`src/rtl/router_fifo_pkt.sv`:
```
// Packet-aware output FIFO for one router destination port: stores header-tagged
// bytes, tracks the packet being drained and flags framing errors on the read side.
module router_fifo_pkt #(
  parameter int DATA_W   = 8,
  parameter int DEPTH    = 16,
  parameter int ADDR_W   = 4,
  parameter int AF_LEVEL = 14
) (
  input  logic              clock,
  input  logic              resetn,
  input  logic              soft_reset,
  input  logic              write_enb,
  input  logic              lfd_state,
  input  logic [DATA_W-1:0] data_in,
  input  logic              read_enb,
  output logic [DATA_W-1:0] data_out,
  output logic              data_valid,
  output logic              full,
  output logic              empty,
  output logic              almost_full,
  output logic [ADDR_W:0]   count,
  output logic              pkt_busy,
  output logic              err_orphan,
  output logic              err_trunc
);

  localparam logic [ADDR_W:0]   AF_CNT  = (ADDR_W+1)'(AF_LEVEL);
  localparam logic [DATA_W-2:0] CNT_ONE = (DATA_W-1)'(1);

  logic [DATA_W:0]   mem [DEPTH];
  logic [ADDR_W:0]   wr_ptr;
  logic [ADDR_W:0]   rd_ptr;
  logic [ADDR_W:0]   occ;
  logic [DATA_W-2:0] rd_cnt;
  logic [DATA_W:0]   rd_entry;
  logic              wr_acc;
  logic              rd_acc;
  logic              flush;

  // Bytes left in a packet after its header: payload plus the trailing parity byte.
  function automatic logic [DATA_W-2:0] pkt_remaining(input logic [DATA_W-3:0] len);
    pkt_remaining = {1'b0, len} + CNT_ONE;
  endfunction

  assign empty       = (wr_ptr == rd_ptr);
  assign full        = (wr_ptr[ADDR_W] != rd_ptr[ADDR_W]) &&
                       (wr_ptr[ADDR_W-1:0] == rd_ptr[ADDR_W-1:0]);
  assign almost_full = (occ >= AF_CNT);
  assign count       = occ;

  assign flush    = !resetn || soft_reset;
  assign wr_acc   = write_enb && !full;
  assign rd_acc   = read_enb && !empty;
  assign rd_entry = mem[rd_ptr[ADDR_W-1:0]];

  // Storage is never cleared; a flush only discards the pending write.
  always_ff @(posedge clock) begin
    if (!flush && wr_acc)
      mem[wr_ptr[ADDR_W-1:0]] <= {lfd_state, data_in};
  end

  // Pointer, occupancy and read-data stage
  always_ff @(posedge clock) begin
    if (flush) begin
      wr_ptr     <= '0;
      rd_ptr     <= '0;
      occ        <= '0;
      data_out   <= '0;
      data_valid <= 1'b0;
    end else begin
      if (wr_acc)
        wr_ptr <= wr_ptr + 1'b1;
      if (rd_acc) begin
        rd_ptr   <= rd_ptr + 1'b1;
        data_out <= rd_entry[DATA_W-1:0];
      end
      data_valid <= rd_acc;
      case ({wr_acc, rd_acc})
        2'b10:   occ <= occ + 1'b1;
        2'b01:   occ <= occ - 1'b1;
        default: occ <= occ;
      endcase
    end
  end

  // Packet framing tracker, advanced by each accepted read
  always_ff @(posedge clock) begin
    if (flush) begin
      rd_cnt     <= '0;
      pkt_busy   <= 1'b0;
      err_orphan <= 1'b0;
      err_trunc  <= 1'b0;
    end else if (rd_acc) begin
      if (rd_entry[DATA_W]) begin
        rd_cnt   <= pkt_remaining(rd_entry[DATA_W-1:2]);
        pkt_busy <= 1'b1;
        if (pkt_busy)
          err_trunc <= 1'b1;
      end else if (pkt_busy) begin
        rd_cnt <= rd_cnt - 1'b1;
        if (rd_cnt == CNT_ONE)
          pkt_busy <= 1'b0;
      end else begin
        err_orphan <= 1'b1;
      end
    end
  end

endmodule

```
`config.mk`:
```
export PLATFORM = sky130hd
export DESIGN_NAME = router_fifo_pkt
export DESIGN_NICKNAME = d
export VERILOG_FILES = /design/src/rtl/router_fifo_pkt.sv
export SDC_FILE = /design/constraint.sdc
export NUM_CORES = 1
export LEC_CHECK = 0
export BUFFER_PORTS_ARGS = -buffer_cell sky130_fd_sc_hd__buf_2
export CORE_MARGIN = 3
export CORE_UTILIZATION = 52
export DETAILED_ROUTE_END_ITERATION = 6
export GPL_TIMING_DRIVEN = 0
export PLACE_DENSITY_LB_ADDON = 0.08
export SLEW_MARGIN = 15
export SYNTH_ARGS = -nofsm -noshare
export SYNTH_HDL_FRONTEND = slang
export SYNTH_SLANG_ARGS = --single-unit
```
`constraint.sdc`:
```
create_clock -name clock -period 6.6 [get_ports clock]
set_clock_uncertainty 0.15 [all_clocks]
set_input_delay 1.32 -clock clock [delete_from_list [all_inputs] [get_ports clock]]
set_output_delay 1.32 -clock clock [all_outputs]
set_load 0.1 [all_outputs]
```
==> results of run 1 <==
==> critical path: cells and delay by family, from the launching register on <==
kind	cells	cell delay [ps]
AO/OA/AOI/OAI	4	810
AND/OR/NAND/NOR	2	490
adder cells (fa/ha/maj)	2	790
flip-flops	1	300
XOR/XNOR	2	240
buffers and inverters	4	840
==> flip-flops by register name, summed over array words and instances, names as in the netlist, named ones only <==
register,flops
wr_ptr,5
data_out,8
err_orphan,1
count,5
rd_cnt,7
pkt_busy,1
rd_ptr,5
data_valid,1
err_trunc,1
mem,144
==> area by class of cell <==
cell class | instances | share of cell area, %
Clock buffer | 18 | 5.02
Timing Repair Buffer | 37 | 2.46
Clock inverter | 14 | 1.64
Tap cell | 180 | 2.64
Multi-Input combinational cell | 244 | 26.2
Inverter | 8 | 0.352
Buffer | 26 | 2.14
Sequential cell | 182 | 59.5
==> path summary, 6_finish.rpt <==
kind,start,to,cells after the start
hold / removal,data_out[2],data_out[2],2
setup / recovery,wr_ptr[3],count[4],14
hold reg to reg,data_out[2],data_out[2],2
setup reg to reg,wr_ptr[3],count[4],14
==> through the flow <==
| step | utilization, % | setup slack (ps) | instances |
|---|---|---|---|
| after detailed placement | 57.0 | 2520 | 677 |
| after global routing | 61.1 | 2590 | 709 |
| after CTS | 61.0 | 2860 | 709 |
| final | 61.1 | 2900 | 709 |
| after floorplan | - | 3030 | 460 |
| after global placement | 56.5 | 2390 | 673 |
==> power breakdown <==
| part | leakage [nW] | switching [W] | internal, W |
|---|---|---|---|
| registers | 1.60 | 0.00000363 | 0.00124 |
| clock network | 0.273 | 0.000459 | 0.000531 |
| logic | 0.967 | 0.0000632 | 0.0000264 |
==> cells by family after synthesis <==
logic type | count (synthesis) | synth area share (%)
XOR/XNOR | 21 | 2.45
multiplexers | 48 | 13.1
AO/OA/AOI/OAI | 54 | 4.57
buffers and inverters | 34 | 2.83
flip-flops | 182 | 67.7
AND/OR/NAND/NOR | 108 | 7.02
adder cells (fa/ha/maj) | 13 | 2.27
==> routing by layer <==
metal | global-route usage, % | vias up | share of wire (%)
li1 | - | 1890 | -
met1 | 28.1 | 2008 | 45
met2 | 31.8 | 103 | 48
met3 | 5.39 | 20 | 4.9
met4 | 5.99 | 0 | 1.9
met5 | 0 | - | 0
==> layout by cell type, fill, tap and decap left out, types with 9 or more instances in the layout <==
cell type and instances:
buf_2 37, nor2_1 37, ha_1 12, dfxtp_1 38, nand2_1 26, nand3_1 9
clkbuf_1 11, edfxtp_1 144, mux2i_1 9, buf_6 11, clkbuf_16 17, mux4_2 31
a21oi_1 25, xor2_1 13
==> metrics.txt, run 1 <==
Pleak=2.84 nW; final period utilization=~56%; Sink Count=between 150 and 200; cells along the critical path=buf_2 > xnor2_1 > nand4_1 > o21ai_0 > inv_1 > buf_2 > buf_1 > ha_1 > fa_1 > a21o_1 > a21oi_1 > xor2_1 > or3_1 > a21oi_1; design area=0.00854 sq mm; top cell type by total area after synthesis=edfxtp_1; Std-Cell Rows=43; CTS Buf Count=17; post_cts resized=0; min Tclk post-route=3700 ps; share of cells above drive strength 1=about a quarter; Crit path required time=6810 ps; Post-synth top cells=edfxtp_1 (144), nor2_1 (41), dfxtp_1 (38); H-tree depth=4; Antenna Nets Post-Route=0; Nets=about 540; synthesized area=0.00751 sq mm; Avg Inst Size Synth=16.3 sq um; Yosys reg bits=around 180; cts hold-fix bufs=0; R2R setup slack=2900 ps; number of global-route vias before repair=4,056; Multi-input gate area=0.00224 sq mm; hold_ws=306 ps; initial DRC count=around 380; gr ovfl total=0; Power Density=272 mW/mm^2; sequential fraction of the synthesis area=around two thirds; max_slew headroom=around a fifth; Clock Tree Buf Depth=2; post-DR wirelength/cell=approximately 21 um; Die H=126 um; worst slew pin tran=~1200 ps; Skew-Pair Late Insertion Delay=440 ps; total die area=between 0.015 and 0.02 sq mm; Synth cell types=50; hold crit path type=reg -> reg; Worst setup EP type=register; max cap viols=0; VDD IR max=0.312 mV; Max Clock Freq=0.270 GHz; Register Area=0.00508 sq mm; synth top area cells=edfxtp_1 (58%), dfxtp_1 (10%), mux4_2 (9.3%), mux4_1 (2.5%), nor2_1 (2.1%); outcome=completed; clock slew seen by the registers of the worst setup and hold paths=roughly 70 ps; I/O Buffers=33; ys async rst share=0%; root buf cell=clkbuf_16; Post-CTS Setup Repair Bufs=0; gr usage total=20.2%; vias per cell=between 5 and 6; IO Pins=34; fillcell total=1,068; Crit path arrival time=3910 ps; Slew Limit Fails=0; drt first pass iters=4; n_diodes=0; number of synthesized flops with an enable pin=144; Hold Vio Cnt, Final=0; most frequent cell after synthesis=edfxtp_1; final setup violation count=0; largest net degree at the start of global routing=18; RSZ-0062 raised after global routing=false; CP Class=reg -> reg; first-pass GRT wire length=23.4 mm; slowest stage cell, crit path=fa_1; Synth Flop Type=edfxtp_1; Worst path max stage delay=440 ps; core area=0.0140 sq mm; Area Overhead vs Synth=13.8%; placed cell areas=0.00797 sq mm; Starting Density=53.7%; post-DP HPWL=9.76 mm; width of the die=126 um; CP startpoint kind=register; total chip power=0.00232 W; initial antenna violation count=0; top cell type's share of synthesized area=57.6%; CTS tree=done; setup_tns=0 ps; worst-path fanout max=10; Via Count=4,021; YS warnings=0; WL final=15.2 mm; Synthesized Nets=just under 500; RePlAce Congestion=0.831; DRC violations left=0; Post-Syn Instances=460
Power figures use the tool's default switching activity.
==> inputs of run 2 (changes only) <==
==> constraint.sdc (replaced) <==
create_clock -name clock -period 3 [get_ports clock]
set_clock_uncertainty 0.15 [all_clocks]
set_input_delay 0.6 -clock clock [delete_from_list [all_inputs] [get_ports clock]]
set_output_delay 0.6 -clock clock [all_outputs]
set_load 0.1 [all_outputs]
==> run 2 against run 1 <==
Effect of this change: count of clock-buffer cells in the layout is the same; clock power grew 100%; first-iteration DRC count shrank 17%; core utilization is essentially flat; cell area is essentially flat; wire length grew 0.32%; die area is the same; critical endpoint unchanged; power grew 110%; largest cell class unchanged; global-route usage shrank 0.33 points; worst hold slack is essentially flat; critical path depth shrank 1; sequential share of layout area is essentially flat.
==> metrics.txt, run 2 (synthesis results as in run 1) <==
number of flip-flops under the largest register name=144 (unchanged); Max Clock Freq=0.350 GHz (was 0.270 GHz); worst-path fanout max=19 (was 10); Clk pwr share=40.6% (was 42.6%); post-DR wirelength/cell=21.6 um (was 21.4 um); IO Pins=34 (unchanged); width of the die=126 um (unchanged); design area=0.00854 sq mm (about the same); root buf cell=clkbuf_16 (unchanged); Worst R2R Start=wr_ptr[3] (unchanged); vias per cell=5.79 (was 5.67); outcome=completed (unchanged); cells along the critical path=buf_6 > xnor2_1 > nand4_1 > o21ai_2 > inv_1 > buf_6 > ha_4 > fa_2 > a21o_1 > a21oi_2 > xor2_1 > or3_1 > a21oi_1 (was buf_2 > xnor2_1 > nand4_1 > o21ai_0 > inv_1 > buf_2 > buf_1 > ha_1 > fa_1 > a21o_1 > a21oi_1 > xor2_1 > or3_1 > a21oi_1); total die area=0.0159 sq mm (unchanged); final setup margin=147 ps (was 2900 ps); max_slew headroom=21.1% (was 20.0%); total chip power=0.00495 W (was 0.00232 W); Crit path top cell by count=buf_6; dpl ws=-423 ps (was 2520 ps); initial DRC count=317 (was 381); gr ovfl total=0 (unchanged); Std-Cell Rows=43 (unchanged); share of cells above drive strength 1=26.2% (was 25.0%); initial antenna violation count=0 (unchanged); slowest stage cell, crit path=fa_2 (was fa_1); Worst path max stage delay=360 ps (was 440 ps); Hold Vio Cnt, Final=0 (unchanged); Skew-Pair Late Insertion Delay=430 ps (was 440 ps); I/O Buffers=33 (unchanged); Critical Path End=count[4] (unchanged); final setup violation count=0 (unchanged); min Tclk post-route=2850 ps (was 3700 ps); combinational power share=4.1% (was 3.9%); hold crit path type=reg -> reg (unchanged); H-tree depth=4 (unchanged); Via Count=4,095 (was 4,021); post-DP HPWL=9.81 mm (was 9.76 mm); Reg2Reg Depth=13 (was 14); WL final=15.2 mm (about the same); Pint=0.00385 W (was 0.00180 W); gr usage total=19.9% (was 20.2%); most frequent cells in the layout=edfxtp_1 (144), nor2_1 (36), dfxtp_1 (36) (was edfxtp_1 (144), dfxtp_1 (38), buf_2 (37), nor2_1 (37), mux4_2 (31)); Die H=126 um (unchanged); largest net degree at the start of global routing=20 (was 18); Antenna Nets Post-Route=0 (unchanged); most common cell after layout, fill and taps aside=edfxtp_1 (unchanged); placed cell areas=0.00797 sq mm (about the same); Worst setup startpoint=wr_ptr[3] (unchanged); Clock Tree Buf Depth=2 (unchanged); R2R setup slack=150 ps (was 2900 ps); Sink Count=182 (unchanged); worst slew pin tran=1180 ps (was 1190 ps); switching share of power=22.1% (was 22.6%); Nets=542 (was 543); RePlAce Congestion=0.821 (was 0.831); RSZ-0062 raised after global routing=false (unchanged); Flop pwr share=55.3% (was 53.5%); CP startpoint kind=register (unchanged); Area Overhead vs Synth=13.8% (about the same); final period utilization=95.1% (was 56.1%); Pleak=2.83 nW (was 2.84 nW); CTS tree=done (unchanged); Crit path required time=3210 ps (was 6810 ps); Crit path arrival time=3060 ps (was 3910 ps); Levels on crit path=13 (was 14); DRC violations left=0 (unchanged); fillcell total=1,066 (was 1,068); first-pass GRT wire length=23.1 mm (was 23.4 mm); core area=0.0140 sq mm (unchanged); number of global-route vias before repair=3,951 (was 4,056); max cap viols=0 (unchanged); Critical R2R Capture=count[4] (unchanged); Top delay family on crit path=compound AO/OA/AOI/OAI gates (was buffers and inverters); NetSw=0.00109 W (was 0.000526 W); Worst setup EP type=register (unchanged); CP Class=reg -> reg (unchanged); clock slew seen by the registers of the worst setup and hold paths=60 ps (was 70 ps); VDD IR max=0.446 mV (was 0.312 mV); n_diodes=0 (unchanged); CTS Buf Count=17 (unchanged); final core utilization=61.1% (about the same); Slew Limit Fails=0 (unchanged); drt first pass iters=5 (was 4); sum of buffers and inverters on the critical path=3 (was 4); Starting Density=53.7% (unchanged); Power Density=579 mW/mm^2 (was 272 mW/mm^2)
## run 2: worst min path at each step
stage                startpoint  depth (start not counted)          end  slack (ps)
global placement    data_out[1]                          2  data_out[1]         300
global route        data_out[5]                          2  data_out[5]         330
detailed placement  data_out[3]                          2  data_out[3]         290
finish              data_out[3]                          2  data_out[3]         310
CTS                 data_out[3]                          2  data_out[3]         300
floorplan             rd_cnt[2]                          2    rd_cnt[2]         340
## run 2: what timing repair did
item / CTS / global route
pin swaps: 2 / 1
hold buffers: 0 / 0
buffers inserted: 1 / 0
resized for setup: 7 / 4
endpoints found under the setup margin: 74 / 1
## run 2: cell type report
| type | instances | area (sq um) | area share [%] |
|---|---|---|---|
| plain buffers | 24 | 188 | 2.20 |
| inverters | 8 | 30.0 | 0.352 |
| repair buffers | 38 | 218 | 2.55 |
| multi-input cells | 244 | 2270 | 26.5 |
| flip-flops and latches | 182 | 5090 | 59.6 |
| clock inverters | 13 | 97.6 | 1.14 |
| well taps | 180 | 225 | 2.64 |
| clock buffers | 18 | 429 | 5.02 |
## run 2: worst register-to-register path, stage by stage (launching register included)
cell and delay [ps]:
dfxtp_1 320, buf_6 150, xnor2_1 120, nand4_1 150, o21ai_2 180, inv_1 110
buf_6 180, ha_4 200, fa_2 360, a21o_1 200, a21oi_2 140, xor2_1 80
or3_1 300, a21oi_1 140
## run 2: routing by layer
metal,up-vias,GRT usage (%),share of wire (%),wire [um]
met5,-,0,0,0
met4,0,6.81,1.5,222
met3,17,4.54,4.8,733
met2,111,30.8,48,7290
met1,2072,28.2,46,6990
li1,1895,-,-,-
## run 2: metrics by stage
step           instances  hold WS (ps)  TNS, ps
2_1_floorplan        460           341        0
3_3_place_gp         673           296   -22200
3_5_place_dp         677           294    -5850
4_1_cts              707           304        0
5_1_grt              707           329        0
6_report             707           306        0
## run 2: power groups by stage
stage / registers, W / clock network [W] / logic [W]
finish: 0.00274 / 0.00201 / 0.000202
global route: 0.00274 / 0.00215 / 0.000219
CTS: 0.00274 / 0.00205 / 0.000202
detailed placement: 0.00279 / 0 / 0.000199
global placement: 0.00279 / 0 / 0.000192
floorplan: 0.00282 / 0 / 0.000104
